==> src/rtl/mem_arb_pkg.sv <==
// Shared types and widths for the two-port memory arbiter.
package mem_arb_pkg;

  localparam int ADDR_W = 16;
  localparam int DATA_W = 16;

  typedef enum logic [1:0] {
    OWN_NONE = 2'd0,
    OWN_IF   = 2'd1,
    OWN_D    = 2'd2
  } owner_t;

endpackage

==> src/rtl/arb_starve_ctr.sv <==
// Fetch starvation counter: raises o_force once fetch has been denied STARVE_LIMIT cycles in a row.
module arb_starve_ctr #(
  parameter int STARVE_LIMIT = 4
) (
  input  logic clk,
  input  logic reset,
  input  logic if_req,
  input  logic if_gnt,
  output logic o_force
);

  localparam int CW = $clog2(STARVE_LIMIT + 1);
  localparam logic [CW-1:0] LIM = CW'(STARVE_LIMIT);

  logic [CW-1:0] r_cnt;

  always_ff @(posedge clk or negedge reset) begin
    if (!reset) begin
      r_cnt <= '0;
    end else if (!if_req || if_gnt) begin
      r_cnt <= '0;
    end else if (r_cnt != LIM) begin
      r_cnt <= r_cnt + 1'b1;
    end
  end

  assign o_force = if_req && (r_cnt == LIM);

endmodule

==> src/rtl/mem_arbiter.sv <==
// Arbitrates fetch and data requests onto one sync-read memory port and routes read data back.
// Optional fetch anti-starvation is enabled by defining ARB_FAIR_EN.
module mem_arbiter
  import mem_arb_pkg::*;
#(
  parameter int MEMORY_SIZE  = 256,
  parameter int STARVE_LIMIT = 4
) (
  input  logic              clk,
  input  logic              reset,
  input  logic              if_req,
  input  logic [ADDR_W-1:0] if_addr,
  output logic              if_gnt,
  output logic              if_rvalid,
  output logic [DATA_W-1:0] if_rdata,
  input  logic              d_req,
  input  logic              d_we,
  input  logic [ADDR_W-1:0] d_addr,
  input  logic [DATA_W-1:0] d_wdata,
  output logic              d_gnt,
  output logic              d_rvalid,
  output logic [DATA_W-1:0] d_rdata,
  output logic              d_err,
  output logic [ADDR_W-1:0] mem_address,
  output logic [DATA_W-1:0] mem_write_data,
  output logic              mem_write_enable,
  input  logic [DATA_W-1:0] mem_read_data
);

  localparam logic [ADDR_W:0] MEM_LIM = (ADDR_W + 1)'(MEMORY_SIZE);

  logic   w_force;
  logic   w_if_gnt;
  logic   w_d_gnt;
  logic   w_d_oor;
  owner_t r_owner;
  logic   r_err;

`ifdef ARB_FAIR_EN
  arb_starve_ctr #(
    .STARVE_LIMIT(STARVE_LIMIT)
  ) u_starve (
    .clk     (clk),
    .reset   (reset),
    .if_req  (if_req),
    .if_gnt  (w_if_gnt),
    .o_force (w_force)
  );
`else
  assign w_force = 1'b0;
`endif

  // Data wins by default; a forced fetch overrides it for one cycle.
  assign w_d_gnt  = d_req && !w_force;
  assign w_if_gnt = if_req && (!d_req || w_force);
  assign if_gnt   = w_if_gnt;
  assign d_gnt    = w_d_gnt;

  assign w_d_oor  = ({1'b0, d_addr} >= MEM_LIM);

  always_comb begin
    mem_address      = '0;
    mem_write_data   = '0;
    mem_write_enable = 1'b0;
    if (w_d_gnt) begin
      mem_address      = d_addr;
      mem_write_data   = d_wdata;
      mem_write_enable = d_we;
    end else if (w_if_gnt) begin
      mem_address      = if_addr;
    end
  end

  always_ff @(posedge clk or negedge reset) begin
    if (!reset) begin
      r_owner <= OWN_NONE;
      r_err   <= 1'b0;
    end else begin
      r_err <= w_d_gnt && w_d_oor;
      if (w_d_gnt && !d_we) begin
        r_owner <= OWN_D;
      end else if (w_if_gnt) begin
        r_owner <= OWN_IF;
      end else begin
        r_owner <= OWN_NONE;
      end
    end
  end

  // Owner register selects which requester sees this cycle's memory read data.
  assign if_rvalid = (r_owner == OWN_IF);
  assign d_rvalid  = (r_owner == OWN_D);
  assign d_err     = r_err;
  assign if_rdata  = if_rvalid ? mem_read_data : '0;
  assign d_rdata   = (d_rvalid && !r_err) ? mem_read_data : '0;

endmodule
==> config.mk <==
export PLATFORM = sky130hd
export DESIGN_NAME = mem_arbiter
export DESIGN_NICKNAME = d
export VERILOG_FILES = /design/src/rtl/mem_arb_pkg.sv /design/src/rtl/arb_starve_ctr.sv /design/src/rtl/mem_arbiter.sv
export SDC_FILE = /design/constraint.sdc
export NUM_CORES = 1
export LEC_CHECK = 0
export CAP_MARGIN = 20
export CORE_MARGIN = 5
export CORE_UTILIZATION = 20
export CTS_BUF_LIST = sky130_fd_sc_hd__clkbuf_4 sky130_fd_sc_hd__clkbuf_8
export DETAILED_ROUTE_END_ITERATION = 8
export PLACE_DENSITY = 0.83
export SLEW_MARGIN = 10
export SYNTH_ARGS = -nofsm -noshare
export SYNTH_HDL_FRONTEND = slang
export SYNTH_HIERARCHICAL = 1
export SYNTH_SLANG_ARGS = --single-unit
==> constraint.sdc <==
create_clock -name clk -period 1.15 [get_ports clk]
set_input_delay 0.1725 -clock clk [delete_from_list [all_inputs] [get_ports clk]]
set_output_delay 0.1725 -clock clk [all_outputs]
set_load 0.005 [all_outputs]
# Word-level counts from Yosys, hierarchy flattened
# Cells that the tools add are included.
dict set report word_totals {
  ff_bits 3
  in_bits 69
  out_inout_bits 70
  wordCells 20
}
dict set report classes {
  order_cmp 1
  eq_ne 2
  mux 8
  n_reduce_logical 7
}
# operator count
set ops {}
lappend ops {{16-bit 2-to-1 mux} 5}
lappend ops {{16-bit by 9-bit >= comparator with 1-bit output, second input constant} 1}
lappend ops {{1-bit logical AND} 4}
lappend ops {{1-bit logical NOT} 3}
lappend ops {{2-bit by 1-bit equality test with 1-bit output, second input constant} 1}
lappend ops {{2-bit equality test, second input constant} 1}
lappend ops {{1-bit 2-to-1 mux} 2}
lappend ops {{2-bit 2-to-1 mux} 1}

# Depth between registers and ports, before layout
# Gate-level depths: netlist (run 1).
dict set report logic_depth {
  depth_word 4
  ltp_mapped 4
  ltp_nobuf 2
}

# Least setup slack after synthesis (run 1)
# No wires, ideal clock.
dict set report synth_timing {
  kind {reg-to-output}
  startpoint {register r_owner[0]}
  endpoint {output d_rdata[10]}
  arrival_ns 0.926
  required_time_ns 0.978
  path_slack_ns 0.052
  stages_incl_launch_ff 4
  path_buffers 1
  path_cell_list {dfrtp_1 -> nor3b_4 -> buf_6 -> and2_1}
}
dict set report synth_between {
  elab_chain_cells 3
}
# item line_no
set synth_rtl {}
lappend synth_rtl {{start, declared} mem_arbiter.sv:36} ;# owner_t r_owner;
lappend synth_rtl {{start signal, assigned} mem_arbiter.sv:76} ;# r_owner <= OWN_NONE;
lappend synth_rtl {{start signal, assigned} mem_arbiter.sv:81} ;# r_owner <= OWN_D;
lappend synth_rtl {{start signal, assigned} mem_arbiter.sv:83} ;# r_owner <= OWN_IF;
lappend synth_rtl {{2-bit equality test} mem_arbiter.sv:92} ;# assign d_rvalid = (r_owner == OWN_D);
lappend synth_rtl {{1-bit logical AND} mem_arbiter.sv:95} ;# assign d_rdata = (d_rvalid && !r_err) ? mem_read_data : '0;
lappend synth_rtl {{16-bit 2-to-1 mux} mem_arbiter.sv:95}
lappend synth_rtl {{end, declared} mem_arbiter.sv:22} ;# output logic [DATA_W-1:0] d_rdata,
# No other way between the ends.

# Worst setup path after layout (run 1)
dict set report layout_timing {
  startpoint {register r_owner[0]}
  endpoint {output d_rdata[13]}
}
# Same word-level chain as after synthesis.

==> impl_metrics.yaml, run 1 <==
clock_network:
  cts_buffers: 3
  clockRootBuffer: "clkbuf_4"
  holdBufCountCts: 0
  ctsHtreeMaxLevel: 1
  cts_tree: "built"
  clockBufferDepth: 2
  cts.clk_slew.worst_paths_ps: 40
  clock-sinks: 3
min_path:
  hold_class: "input pin to asynchronous set/reset pin"
floorplan:
  core_area_sq_um: 3390
  die_w_um: 69.7
  start_util_pct: 21.0
  die_h_um: 69.7
  io_pins: 139
  die-area_sq_um: 4860
  row_count: 21
timing:
  slew_headroom_pct: 81.8
  worst_slack_ps: -337
  finalSetupTns_ps: -9550
  hold_violations: 0
  fin_crit_sh_pct: 129
  tightest_slew_ps: 270
  period_minus_slack_ps: 1490
  grt_setup_unrepaired: "yes"
  drv_slew: 0
  fmax_ghz: 0.672
  setup-violations-final: 33
placed_design:
  place_area_sq_um: 2170
  port_buffers: 138
  place.gp.congestion: 0.793
  dp.cells: 299
  hpwlAfterDp_um: 3480
outcome:
  violations: "negative setup slack"
  status: "finished with violations"
logic_synthesis:
  async_flop_share_pct: 100
  ys_seq_elements: 3
  synth_nets: 186
  synth_area_sq_um: 713
  yosys.cell_types.count: 15
  synth_area_leaders: "and2_1 (43%), nand2_1 (16%), dfrtp_1 (11%)"
  syn_area_per_cell_sq_um: 6.10
  synth_top_cell_by_area: "and2_1"
  synth_common_cells: "and2_1 (49), nand2_1 (30), o21ai_0 (15)"
  netlist_instances: 117
  ys_warn_count: 6
  ys_seq_area_share_pct: 10.5
  synth_edf_count: 0
  synth_most_common_cell: "and2_1"
  ys.flop_type: "dfrtp_1"
  synth_top_area_share_pct: 43.0
setup_path:
  cp.arrival_ps: 1310
  cpLargestDelayFamily: "flip-flops"
  crit_top_cell: "buf_6"
  cp_max_fo: 8
  path_buf_inv: 2
  cpPeakStageDelay_ps: 430
  end_kind: "output pin"
  critPathLaunchType: "flop"
  cp.required_ps: 980
  criticalPathCategory: "flop to output pin"
  path_cells: "nor3b_4, buf_6, and2_4, buf_6"
  slowest_stage: "dfrtp_2"
finish:
  syn_to_final_growth_pct: 231
  fillers: 256
  fin_cells: 317
  layout-drive-gt1-share_pct: 43.2
  n_antenna_cell: 0
  nets: 341
  fin_area_sq_um: 2360
detailed_routing:
  viasPerCell: 4.40
  ant_nets: 0
  drc: 0
  route.vias.total: 1396
  drtIter0Drc: 44
  dr.pass1.iters: 4
  wire_per_inst_um: 15.0
  wl_um: 4760
power_and_ir_drop:
  cellLeakagePower_nw: 1.19
  power_density_nw_per_um2: 434
  p_total_mw: 1.03
  max-vdd-ir-drop_uv: 205
grt:
  antenna_found_initial: 0
  grt-ovfl-total: 0
  grt_start_max_net_pins: 16
  grtUsageTotal_pct: 18.6
  grt_pass1_vias: 1484
  grt_pass1_wl_um: 7310
run:
  maxCapViolations: 0
==> power by group <==
| part | total (mW) | switching (mW) | internal, mW | leakage, nW |
|---|---|---|---|---|
| logic | 0.704 | 0.227 | 0.478 | 1.13 |
| registers | 0.119 | 0.00692 | 0.112 | 0.0361 |
| clock network | 0.203 | 0.0496 | 0.153 | 0.0184 |
==> state kept, by name, indices dropped and copies added, names as in the netlist <==
register	cells
r_owner	2
d_err	1
==> per-stage QoR <==
stage                     setup WS [ps]  utilization (%)  hold WS [ps]
after floorplan                    51.6                -          -123
after global placement             -667             64.2           362
after detailed placement           -684             64.2           362
after CTS                          -374             65.6           115
after global routing               -399             69.7           112
final                              -337             69.7           121
==> cells in the final DEF (no fill, tap or decap), types with 2 or more instances in the layout <==
| cell type | count |
|---|---|
| nand2_1 | 30 |
| clkbuf_2 | 5 |
| and2b_2 | 2 |
| nor4_1 | 2 |
| and2_1 | 22 |
| buf_6 | 38 |
| dlygate4sd2_1 | 3 |
| clkdlybuf4s15_1 | 10 |
| o21ai_1 | 13 |
| buf_4 | 7 |
| nor2b_1 | 3 |
| buf_2 | 24 |
| and2_4 | 27 |
| clkbuf_4 | 4 |
| dfrtp_1 | 2 |
| clkdlybuf4s50_1 | 60 |
| dlymetal6s2s_1 | 6 |
| buf_12 | 2 |
==> layer usage <==
metal	routed length, um	global-route usage (%)	vias to the layer above
li1	-	-	676
met1	1850	19.4	618
met2	2210	32.8	100
met3	685	10.1	2
met4	13	4.04	0
met5	0	0	-
==> how the worst max path moves through the flow <==
stage | startpoint | to | slack [ps] | depth (start not counted)
after floorplan | r_owner[0] | d_rdata[10] | 50 | 3
after global placement | if_req | mem_address[15] | -670 | 5
after detailed placement | if_req | mem_address[15] | -680 | 5
after CTS | r_owner[0] | d_rdata[0] | -370 | 5
after global routing | r_owner[0] | d_rdata[10] | -400 | 4
final | r_owner[0] | d_rdata[13] | -340 | 4
==> layout make-up <==
cell class              count  area, sq um  area share (%)
clock buffers               4         30.0            1.27
well taps                  46         57.6            2.44
multi-input cells         106          673            28.5
repair buffers            158         1530            64.6
flip-flops and latches      3         76.3            3.23
==> kinds of logic (layout without fill, tap and decap cells) <==
logic type      Yosys count  count (layout)  synth area share [%]
buf+inv                  10             162                  8.77
compound gates           17              17                  12.8
simple gates             87              89                  67.9
flops                     3               3                  10.5
==> timing repair <==
action / 4_1_cts / 5_1_grt
setup endpoints to repair: 70 / 58
hold endpoints to repair: 0 / 0
resized for setup: 279 / 72
buffers inserted: 10 / 0
pin swaps: 26 / 13
gates cloned: 6 / 0
No activity file was read; power rests on OpenSTA's default activity.
==> run 2: changes to the inputs <==
- ABC_CLOCK_PERIOD_IN_PS: not set -> 1150
- SKIP_LAST_GASP: not set -> 1
==> run 2 against run 1 <==
Effect of this change: the run still ends with negative setup slack left; via count shrank 0.29%; global-route usage is 0.15 points lower; maximum frequency grew 0.40%; highest routed layer unchanged.
==> impl_metrics.yaml, run 2 (synthesized netlist as in run 1, its figures left out) <==
detailed_routing:
  drc: 0
  route.vias.total: 1392
  drtIter0Drc: 27
  viasPerCell: 4.39
  dr.pass1.iters: 4
  ant_nets: 0
  wl_um: 4750
  wire_per_inst_um: 15.0
setup_path:
  cp_max_fo: 8
  critPathLaunchType: "flop"
  path_buf_inv: 2
  path_cells: "nor3b_4, buf_6, and2_4, buf_6"
  criticalPathCategory: "flop to output pin"
  cpPeakStageDelay_ps: 440
  cpLargestDelayFamily: "flip-flops"
  slowest_stage: "dfrtp_2"
  crit_top_cell: "buf_6"
  cp.arrival_ps: 1310
  cp.required_ps: 980
  end_kind: "output pin"
timing:
  hold_violations: 0
  period_minus_slack_ps: 1480
  tightest_slew_ps: 270
  setup-violations-final: 33
  fmax_ghz: 0.675
  grt_setup_unrepaired: "yes"
  worst_slack_ps: -331
  finalSetupTns_ps: -9470
  fin_crit_sh_pct: 129
  drv_slew: 0
  slew_headroom_pct: 81.8
placed_design:
  hpwlAfterDp_um: 3480
  port_buffers: 138
  place_area_sq_um: 2170
  place.gp.congestion: 0.793
run:
  maxCapViolations: 0
floorplan:
  core_area_sq_um: 3390
  start_util_pct: 21.0
  io_pins: 139
  row_count: 21
  die_h_um: 69.7
  die-area_sq_um: 4860
  die_w_um: 69.7
clock_network:
  cts_buffers: 3
  ctsHtreeMaxLevel: 1
  cts.clk_slew.worst_paths_ps: 40
  clockRootBuffer: "clkbuf_4"
  holdBufCountCts: 0
  clock-sinks: 3
  clockBufferDepth: 2
  cts_tree: "built"
finish:
  syn_to_final_growth_pct: 228
  most-common-layout-cells: "clkdlybuf4s50_1 (60), buf_6 (35), nand2_1 (30)"
  layout-drive-gt1-share_pct: 42.4
  layout_commonest_cell: "clkdlybuf4s50_1"
  largest_register_ffs: 2
  regMostFlops: "r_owner"
  n_antenna_cell: 0
  nets: 341
  fin_util_pct: 69.0
  fin_area_sq_um: 2340
power_and_ir_drop:
  power_density_nw_per_um2: 436
  max-vdd-ir-drop_uv: 203
  cellLeakagePower_nw: 1.18
grt:
  grt-ovfl-total: 0
  antenna_found_initial: 0
  grt_pass1_vias: 1469
  grtUsageTotal_pct: 18.4
  grt_start_max_net_pins: 16
  grt_pass1_wl_um: 7250
outcome:
  violations: "negative setup slack"
  status: "finished with violations"
min_path:
  hold_class: "input pin to asynchronous set/reset pin"
run 2: metal layers:
layer  part of all wire [%]  GRT usage [%]
met1                     38           19.4
met2                     47           32.3
met3                     15           10.1
met4                   0.44           4.04
met5                      0              0
run 2: per-stage QoR:
stage	worst slack (ps)	instances	power, mW	hold WS (ps)
after floorplan	51.6	117	0.274	-123
after global placement	-667	299	0.772	362
after detailed placement	-684	299	0.780	362
after CTS	-374	319	0.991	115
after global routing	-396	317	1.10	112
final	-331	317	1.02	121
run 2: layout make-up:
cell class / count / area (sq um)
Clock buffer: 4 / 30.0
Sequential cell: 3 / 76.3
Multi-Input combinational cell: 106 / 668
Fill cell: 257 / 1050
Tap cell: 46 / 57.6
Timing Repair Buffer: 158 / 1510
run 2: worst paths after layout:
kind / startpoint / to / slack [ps] / depth (start not counted)
worst max-delay path: r_owner[0] / d_rdata[4] / -330 / 4
worst min-delay path: reset / r_owner[0] / 120 / 1
max in group asynchronous: reset / r_owner[0] / 880 / 1
min in group clk: d_addr[11] / d_err / 330 / 3
run 2: where the power goes:
| group | leakage, nW | internal (mW) | total, mW | switching, mW |
|---|---|---|---|---|
| logic | 1.13 | 0.473 | 0.698 | 0.225 |
| registers | 0.0361 | 0.112 | 0.119 | 0.00702 |
| clock network | 0.0184 | 0.153 | 0.203 | 0.0496 |
| total | 1.18 | 0.738 | 1.02 | 0.281 |
run 2: repair_timing:
| action | 4_1_cts | 5_1_grt |
|---|---|---|
| setup endpoints to repair | 70 | 58 |
| buffers inserted | 10 | 0 |
| pin swaps | 26 | 12 |
| gates resized for setup | 275 | 71 |
| cloned | 6 | 0 |
==> run 3: changes to the inputs <==
- CORE_AREA: not set -> 5 5 50 52
- CORE_MARGIN: 5 -> not set
- CORE_UTILIZATION: 20 -> not set
- DIE_AREA: not set -> 0 0 55 57
- DONT_BUFFER_PORTS: not set -> 1
- PLACE_DENSITY: 0.83 -> not set
==> run 3 against run 2 <==
Effect of this change: the run still ends with negative setup slack left; clock power is essentially flat; power shrank 53%; sequential share of layout area grew 6.7 points; die area shrank 35%; wire length shrank 46%; global-route usage shrank 4.6 points; hold slack lost 87 ps; non-clock buffer count shrank 154; via count shrank 45%.
==> impl_metrics.yaml, run 3 (synthesized netlist as in run 1, its figures left out) <==
outcome:
  status: "finished with violations"
  violations: "negative setup slack"
detailed_routing:
  wl_um: 2570
  ant_nets: 0
  drc: 0
  dr.pass1.iters: 4
  route.vias.total: 762
  wire_per_inst_um: 18.0
  drtIter0Drc: 22
  viasPerCell: 5.33
timing:
  tightest_slew_ps: 308
  drv_slew: 0
  setup-violations-final: 32
  worst_slack_ps: -172
  fmax_ghz: 0.757
  slew_headroom_pct: 79.3
  period_minus_slack_ps: 1320
  fin_crit_sh_pct: 115
  grt_setup_unrepaired: "yes"
  hold_violations: 0
  finalSetupTns_ps: -5030
setup_path:
  slowest_stage: "dfrtp_1"
  cp_max_fo: 16
  criticalPathCategory: "flop to output pin"
  path_buf_inv: 1
  cpPeakStageDelay_ps: 400
  path_cells: "nor3b_4, buf_6, and2_1"
  cpLargestDelayFamily: "flip-flops"
  cp.arrival_ps: 1150
  cp.required_ps: 980
  critPathLaunchType: "flop"
  end_kind: "output pin"
power_and_ir_drop:
  cellLeakagePower_nw: 0.326
  power_density_nw_per_um2: 630
  max-vdd-ir-drop_uv: 295
clock_network:
  ctsHtreeMaxLevel: 1
  clock-sinks: 3
  cts_buffers: 3
  clockRootBuffer: "clkbuf_4"
  cts_tree: "built"
  cts.clk_slew.worst_paths_ps: 40
  clockBufferDepth: 2
finish:
  layout-drive-gt1-share_pct: 6.96
  layout_commonest_cell: "and2_1"
  seq_area_sq_um: 75.1
  syn_to_final_growth_pct: 5.79
  multiInputGateArea_sq_um: 576
  largest_register_ffs: 2
  n_antenna_cell: 0
  nets: 185
  fillers: 219
  fin_util_pct: 36.6
  regMostFlops: "r_owner"
  most-common-layout-cells: "and2_1 (49), nand2_1 (30), o21ai_0 (15)"
grt:
  use_met2_pct: 25.3
  grt-ovfl-total: 0
  grt_util_met3_pct: 2.87
  grt_pass1_vias: 686
  antenna_found_initial: 0
  grt_use_met1_pct: 14.3
  grt_pass1_wl_um: 3240
  top_usage_layer: "met2"
  grtUsageTotal_pct: 13.8
  grt_start_max_net_pins: 54
min_path:
  holdPathEnd: "r_owner[0]"
  hold_class: "input pin to flop"
  holdPathStages: 1
  hold_start: "d_req"
floorplan:
  die-area_sq_um: 3140
  die_h_um: 57
  io_pins: 139
  core_area_sq_um: 2060
  row_count: 17
  die_w_um: 55
  start_util_pct: 34.6
placed_design:
  hpwlAfterDp_um: 2270
  place.gp.congestion: 0.620
  port_buffers: 0
run:
  maxCapViolations: 0
run 3: timing repair:
item | CTS | global route
setup endpoints to repair | 32 | 33
setup buffers | 0 | 0
hold buffers | 2 | 0
endpoints found under the hold margin | 4 | 0
resized for setup | 1 | 0
run 3: worst max-delay path by stage:
stage	startpoint	end	slack [ps]	cells past startpoint
floorplan	r_owner[0]	d_rdata[10]	50	3
global placement	r_owner[0]	d_rdata[13]	50	3
detailed placement	r_owner[0]	d_rdata[13]	40	3
CTS	r_owner[0]	d_rdata[13]	-190	3
global route	r_owner[0]	d_rdata[3]	-250	3
finish	r_owner[0]	d_rdata[3]	-170	3
run 3: power breakdown:
part | internal, mW | leakage [nW] | total (mW) | switching, mW
sequential | 0.112 | 0.0374 | 0.117 | 0.00500
clock | 0.153 | 0.0184 | 0.205 | 0.0517
combinational | 0.0730 | 0.270 | 0.154 | 0.0810
run 3: final cells by class:
type | instances | share of cell area (%)
well taps | 28 | 4.64
flip-flops and latches | 3 | 9.95
clock buffers | 4 | 3.98
repair buffers | 4 | 5.14
multi-input cells | 104 | 76.3
run 3: metrics by stage:
step	total power, mW	instances	setup slack (ps)	cell area (sq um)	hold slack (ps)
floorplan	0.274	117	51.6	713	-123
global placement	0.268	137	51.8	701	-123
detailed placement	0.268	137	42.5	701	-123
CTS	0.489	143	-189	754	23.6
global route	0.520	143	-249	754	23.0
finish	0.476	143	-172	754	33.6
run 3: routing by layer:
metal	part of all wire, %	up-vias
met4	0	0
met1	30	318
met2	52	82
met3	18	0
li1	-	362
met5	0	-
==> edit 1, RTL diff (flow settings as in run 2) <==
`DATA_W`: 16 -> 20.
--- a/src/rtl/mem_arb_pkg.sv
+++ b/src/rtl/mem_arb_pkg.sv
@@ -2,7 +2,7 @@
 package mem_arb_pkg;
 
   localparam int ADDR_W = 16;
-  localparam int DATA_W = 16;
+  localparam int DATA_W = 20;
 
   typedef enum logic [1:0] {
     OWN_NONE = 2'd0,
Interface: changed (5 resized); port bits go from 139 to 159. No check against the original RTL was run, so the function may have changed too.
==> edit 1 against run 2 <==
- the flow still finishes with violations (setup timing)
- worst setup slack got worse by 0.27 ns
- area after synthesis is 9.5% higher
- final area up 22%
- sequential share of layout area fell by 0.63 points
- total power grew 27%
- combinational power up 21%
- sequential cell count stayed put
- largest cell class unchanged
- routed wire length rose by 34%
- die area is 8.1% higher
- worst hold slack improved by 0.025 ns
==> edit 1: results (changes against run 2) <==
Timing
  – Final WS setup: -0.596 ns (-0.265 ns)
  – Hold Fails Final Rpt: 0 (unchanged)
  – TNS Setup: -17.30 ns (-7.83 ns)
  – Rel. slew slack: 79.1% (-2.7 points)
  – Final setup viols: 41 (+24%)

Status
  – Failing checks: setup timing
  – Status: finished with violations

Routing
  – WL/cell: 17.1 µm (+14%)
  – Via count: 1664 (+20%)
  – TritonRoute pass-1 iters: 4 (unchanged)
  – Initial drt markers: 69 (+160%)

Yosys
  – Post-synthesis net count: 209 (+12%)
  – Asr flop ratio synth: 100% (unchanged)
  – Most instantiated cells after synthesis: 61 x and2_1, 30 x nand2_1, 11 x o21ai_0, 9 x buf_2, 5 x nor2b_1
  – Top-area cell type share of the netlist area: 48.9% (+5.9 points)
  – Synth cell types: 14 (-1)
  – Register area share after synthesis: 9.62% (-0.91 points)
  – Ys flop type: dfrtp_1
  – Synth area leaders: and2_1 49%, nand2_1 14%, dfrtp_1 9.6%, o21ai_0 7.1%, buf_2 5.8%
  – Syn. warnings: 6 (unchanged)

Clock network
  – Bufs on Longest Clock Path: 2 (unchanged)
  – CTS buffer count: 3 (unchanged)
  – Root buf cell: clkbuf_8
  – Htree depth: 1 (unchanged)
  – Clk slew on worst S/H paths: ~0.03 ns

GRT
  – Met1 Use GR: 19.5% (+0.090 points)
  – Pin count of the biggest net entering global routing: 22 (+6)
  – Number of global-route vias before repair: 1789 (+22%)
  – Antenna violations before repair: 0 (unchanged)
  – Met3 usage: 8.86% (-1.3 points)
  – First-pass GRT wire length: 8480 µm (+17%)
  – GRT Total Usage: 20.3% (+1.8 points)
  – M2 GR Usage: 40.1% (+7.8 points)

Cells and area
  – Most flops, register: r_owner
  – Number of diodes: 0 (unchanged)
  – Share of layout cells above drive strength 1: 47.8% (+5.4 points)
  – Layout net count: 402 (+18%)
  – Max reg flops: 2 (unchanged)

Place
  – Estimated wirelength of the detail-placed design: 4020 µm (+15%)
  – Port bufs: 158 (+14%)
  – Pre-CTS setup slack: -0.647 ns (+0.0376 ns)
  – Routability cong.: 0.759 (-4.3%)

Power
  – Leak pwr: 1.42 nW (+20%)
  – Max VDD drop: 0.451 mV (+120%)

Critical path
  – WP data arrival: 1.57 ns (+0.26 ns)
  – Crit path max fanout: 4 (-4)

Hold path
  – Hold/Removal Path Class: input port to asynchronous set/reset pin
edit 1: per-stage QoR:
stage	cell area [µm²]	total power [mW]	instances
after floorplan	781	0.290	132
after global placement	2450	0.846	338
after detailed placement	2450	0.855	338
after CTS	2720	1.24	374
after global routing	2850	1.37	372
final	2850	1.29	372
edit 1: cell families after synthesis:
kind of cell | Yosys count | synth area share, %
buffers and inverters | 13 | 8.81
AND/OR/NAND/NOR | 99 | 69.9
flip-flops | 3 | 9.62
AO/OA/AOI/OAI | 17 | 11.7
edit 1: worst paths after layout:
kind | startpoint | endpoint | slack [ns] | depth (start not counted)
setup / recovery | d_err | d_rdata[13] | -0.60 | 6
hold / removal | reset | r_owner[1] | 0.15 | 1
max in group asynchronous | reset | d_err | 0.85 | 1
min in group clk | d_req | r_owner[0] | 0.30 | 3
edit 1: per-layer routing:
metal,vias to the layer above,share of wire (%)
li1,794,-
met1,749,36
met2,113,50
met3,8,13
met4,0,1.7
met5,-,0
edit 1: repair_timing:
action / CTS / global route
gates cloned: 7 / 0
resized for setup: 352 / 75
pin swaps: 33 / 6
setup endpoints to repair: 82 / 66
buffers inserted: 25 / 3
edit 1: critical path: stages, from the launching register on:
cell	delay, ns
dfrtp_1	0.41
nor3b_4	0.34
buf_2	0.20
buf_6	0.10
buf_6	0.09
and2_4	0.13
buf_6	0.09
edit 1: final cells by class:
type | count | area, µm²
fill | 247 | 867
tap | 48 | 60.1
sequential | 3 | 75.1
timing repair buffer | 201 | 1910
multi-input combinational | 116 | 753
clock buffer | 4 | 48.8
edit 1: power breakdown:
part           leakage [nW]  internal (mW)  switching, mW  total [mW]
registers            0.0374          0.112        0.00710       0.119
clock network        0.0262          0.260         0.0671       0.327
logic                  1.36          0.573          0.273       0.846
total                  1.42          0.944          0.347        1.29
==> edit 2, RTL diff (settings of run 2) <==
Without the edit above. The 3 values of `owner_t` get a one-hot encoding in 3 bits.
--- a/src/rtl/mem_arb_pkg.sv
+++ b/src/rtl/mem_arb_pkg.sv
@@ -4,10 +4,10 @@
   localparam int ADDR_W = 16;
   localparam int DATA_W = 16;
 
-  typedef enum logic [1:0] {
-    OWN_NONE = 2'd0,
-    OWN_IF   = 2'd1,
-    OWN_D    = 2'd2
+  typedef enum logic [2:0] {
+    OWN_NONE = 3'b001,
+    OWN_IF   = 3'b010,
+    OWN_D    = 3'b100
   } owner_t;
 
 endpackage
Formal check against the unedited RTL: no difference found for any inputs over 10 cycles, from zero or initial values and one cycle with reset low; not proved beyond that.
==> edit 2 against run 2 <==
- the run still ends with setup timing left
- routed wire length up 1.3%
- total power rose by 12%
- worst setup slack worse by 0.22 ns
- final area is 6.5% higher
- sequential power grew 38%
- sequential share of layout area up 0.80 points
- maximum frequency shrank 13%
- clock power increased by 64%
- worst hold slack improved by 0.029 ns
- area after synthesis grew 5.4%
- via count is 2.4% higher
- sequential cell count grew 1
- critical path depth is 2 higher
- highest routed layer is now met3
==> edit 2: results (changes against run 2) <==
Status
  – Status: finished with violations
  – Failing checks: setup timing

Yosys
  – Syn. warnings: 6 (unchanged)
  – Post-synthesis net count: 188 (+1.1%)
  – Register area share after synthesis: 13.5% (+3.0 points)
  – Asr flop ratio synth: 100% (unchanged)
  – Synth cell types: 17 (+2)
  – Most instantiated cells after synthesis: 49 x and2_1, 30 x nand2_1, 15 x o21ai_0, 5 x clkbuf_1
  – Ys flop type: dfrtp_1
  – Synth area leaders: and2_1 41%, nand2_1 15%, dfrtp_1 10%, o21ai_0 10%, dfstp_2 3.5%

Critical path
  – Slowest cell delay on critical path: 0.40 ns (-0.04 ns)
  – Crit path max fanout: 3 (-5)
  – CP max stage cell: dfrtp_1
  – WP data arrival: 1.53 ns (+0.22 ns)
  – CP top delay family: buffers and inverters

Place
  – Placed Area: 2250 µm² (+3.6%)
  – Port bufs: 138 (unchanged)
  – Estimated wirelength of the detail-placed design: 3370 µm (-3.4%)
  – Routability cong.: 0.786 (-0.78%)
  – Pre-CTS setup slack: -0.729 ns (-0.0450 ns)

Cells and area
  – Share of layout cells above drive strength 1: 44.4% (+2.0 points)
  – Max reg flops: 3 (+1)
  – Layout net count: 349 (+2.3%)
  – Fillers: 299 (+16%)
  – Number of diodes: 0 (unchanged)

GRT
  – Antenna violations before repair: 0 (unchanged)
  – Pin count of the biggest net entering global routing: 20 (+4)
  – GRT Total Usage: 16.5% (-2.0 points)
  – First-pass GRT wire length: 6820 µm (-5.8%)
  – Number of global-route vias before repair: 1455 (-0.95%)

Routing
  – Initial drt markers: 19 (-30%)
  – TritonRoute pass-1 iters: 4 (unchanged)
  – Vias per cell: 4.36 (-0.69%)
  – Final WL: 4810 µm (+1.3%)

Clock network
  – Bufs on Longest Clock Path: 2 (unchanged)
  – Root buf cell: clkbuf_8
  – Clk slew on worst S/H paths: 0.04 ns (about the same)
  – Htree depth: 1 (unchanged)

Timing
  – Worst-margin pin slew: 0.237 ns (-0.0331 ns)
  – TNS Setup: -13.67 ns (-4.20 ns)
  – Final WS setup: -0.553 ns (-0.222 ns)
  – Final setup viols: 34 (+3.0%)

Power
  – Leak pwr: 1.22 nW (+3.1%)
  – Max VDD drop: 0.230 mV (+13%)
## edit 2: cell types whose count changed after synthesis
| cell | delta |
|---|---|
| clkbuf_2 | -1 |
| nor4b_4 | +1 |
| buf_6 | -1 |
| dfstp_2 | +1 |
| buf_2 | -2 |
| nor2b_1 | -1 |
| nor3b_1 | +1 |
| buf_4 | +1 |
| nor2_1 | +1 |
| and2b_2 | -1 |
| clkbuf_1 | +3 |
## edit 2: final cells by class
cell class,instances,share of cell area [%]
well taps,48,2.41
flip-flops and latches,4,4.07
clock buffers,4,1.96
multi-input cells,105,27.2
repair buffers,166,64.4
## edit 2: path summary, 6_finish.rpt
kind                            from         end  slack [ns]
max in group asynchronous      reset  r_owner[0]        0.76
setup / recovery               d_err  d_rdata[6]       -0.55
hold / removal                 reset       d_err        0.15
min in group clk           d_addr[8]       d_err        0.28
## edit 2: metrics by stage
step,util [%],cells
after floorplan,-,119
after global placement,61.6,307
after detailed placement,61.6,307
after CTS,66.0,327
after global routing,68.1,327
final,68.1,327
## edit 2: cells by family (layout without fill, tap and decap cells)
kind of cell	count (synthesis)	count (layout)	synth area share, %
simple gates	88	88	67.1
compound gates	17	17	12.1
buf+inv	10	170	7.32
flops	4	4	13.5
## edit 2: layer usage
metal	track usage (%)	vias to the layer above	share of wire, %
met5	0	-	0
met4	3.13	0	0
met3	4.91	0	13
met2	31.9	103	51
met1	17.4	624	36
li1	-	699	-
## edit 2: timing repair
action	CTS	global route
pin swaps	30	8
setup endpoints to repair	70	55
cloned	4	0
resized for setup	294	50
buffers inserted	12	1
## edit 2: report_power, final
part | total, mW | internal (mW) | switching (mW)
Clock | 0.333 | 0.260 | 0.0729
Combinational | 0.649 | 0.443 | 0.206
Sequential | 0.164 | 0.152 | 0.0121
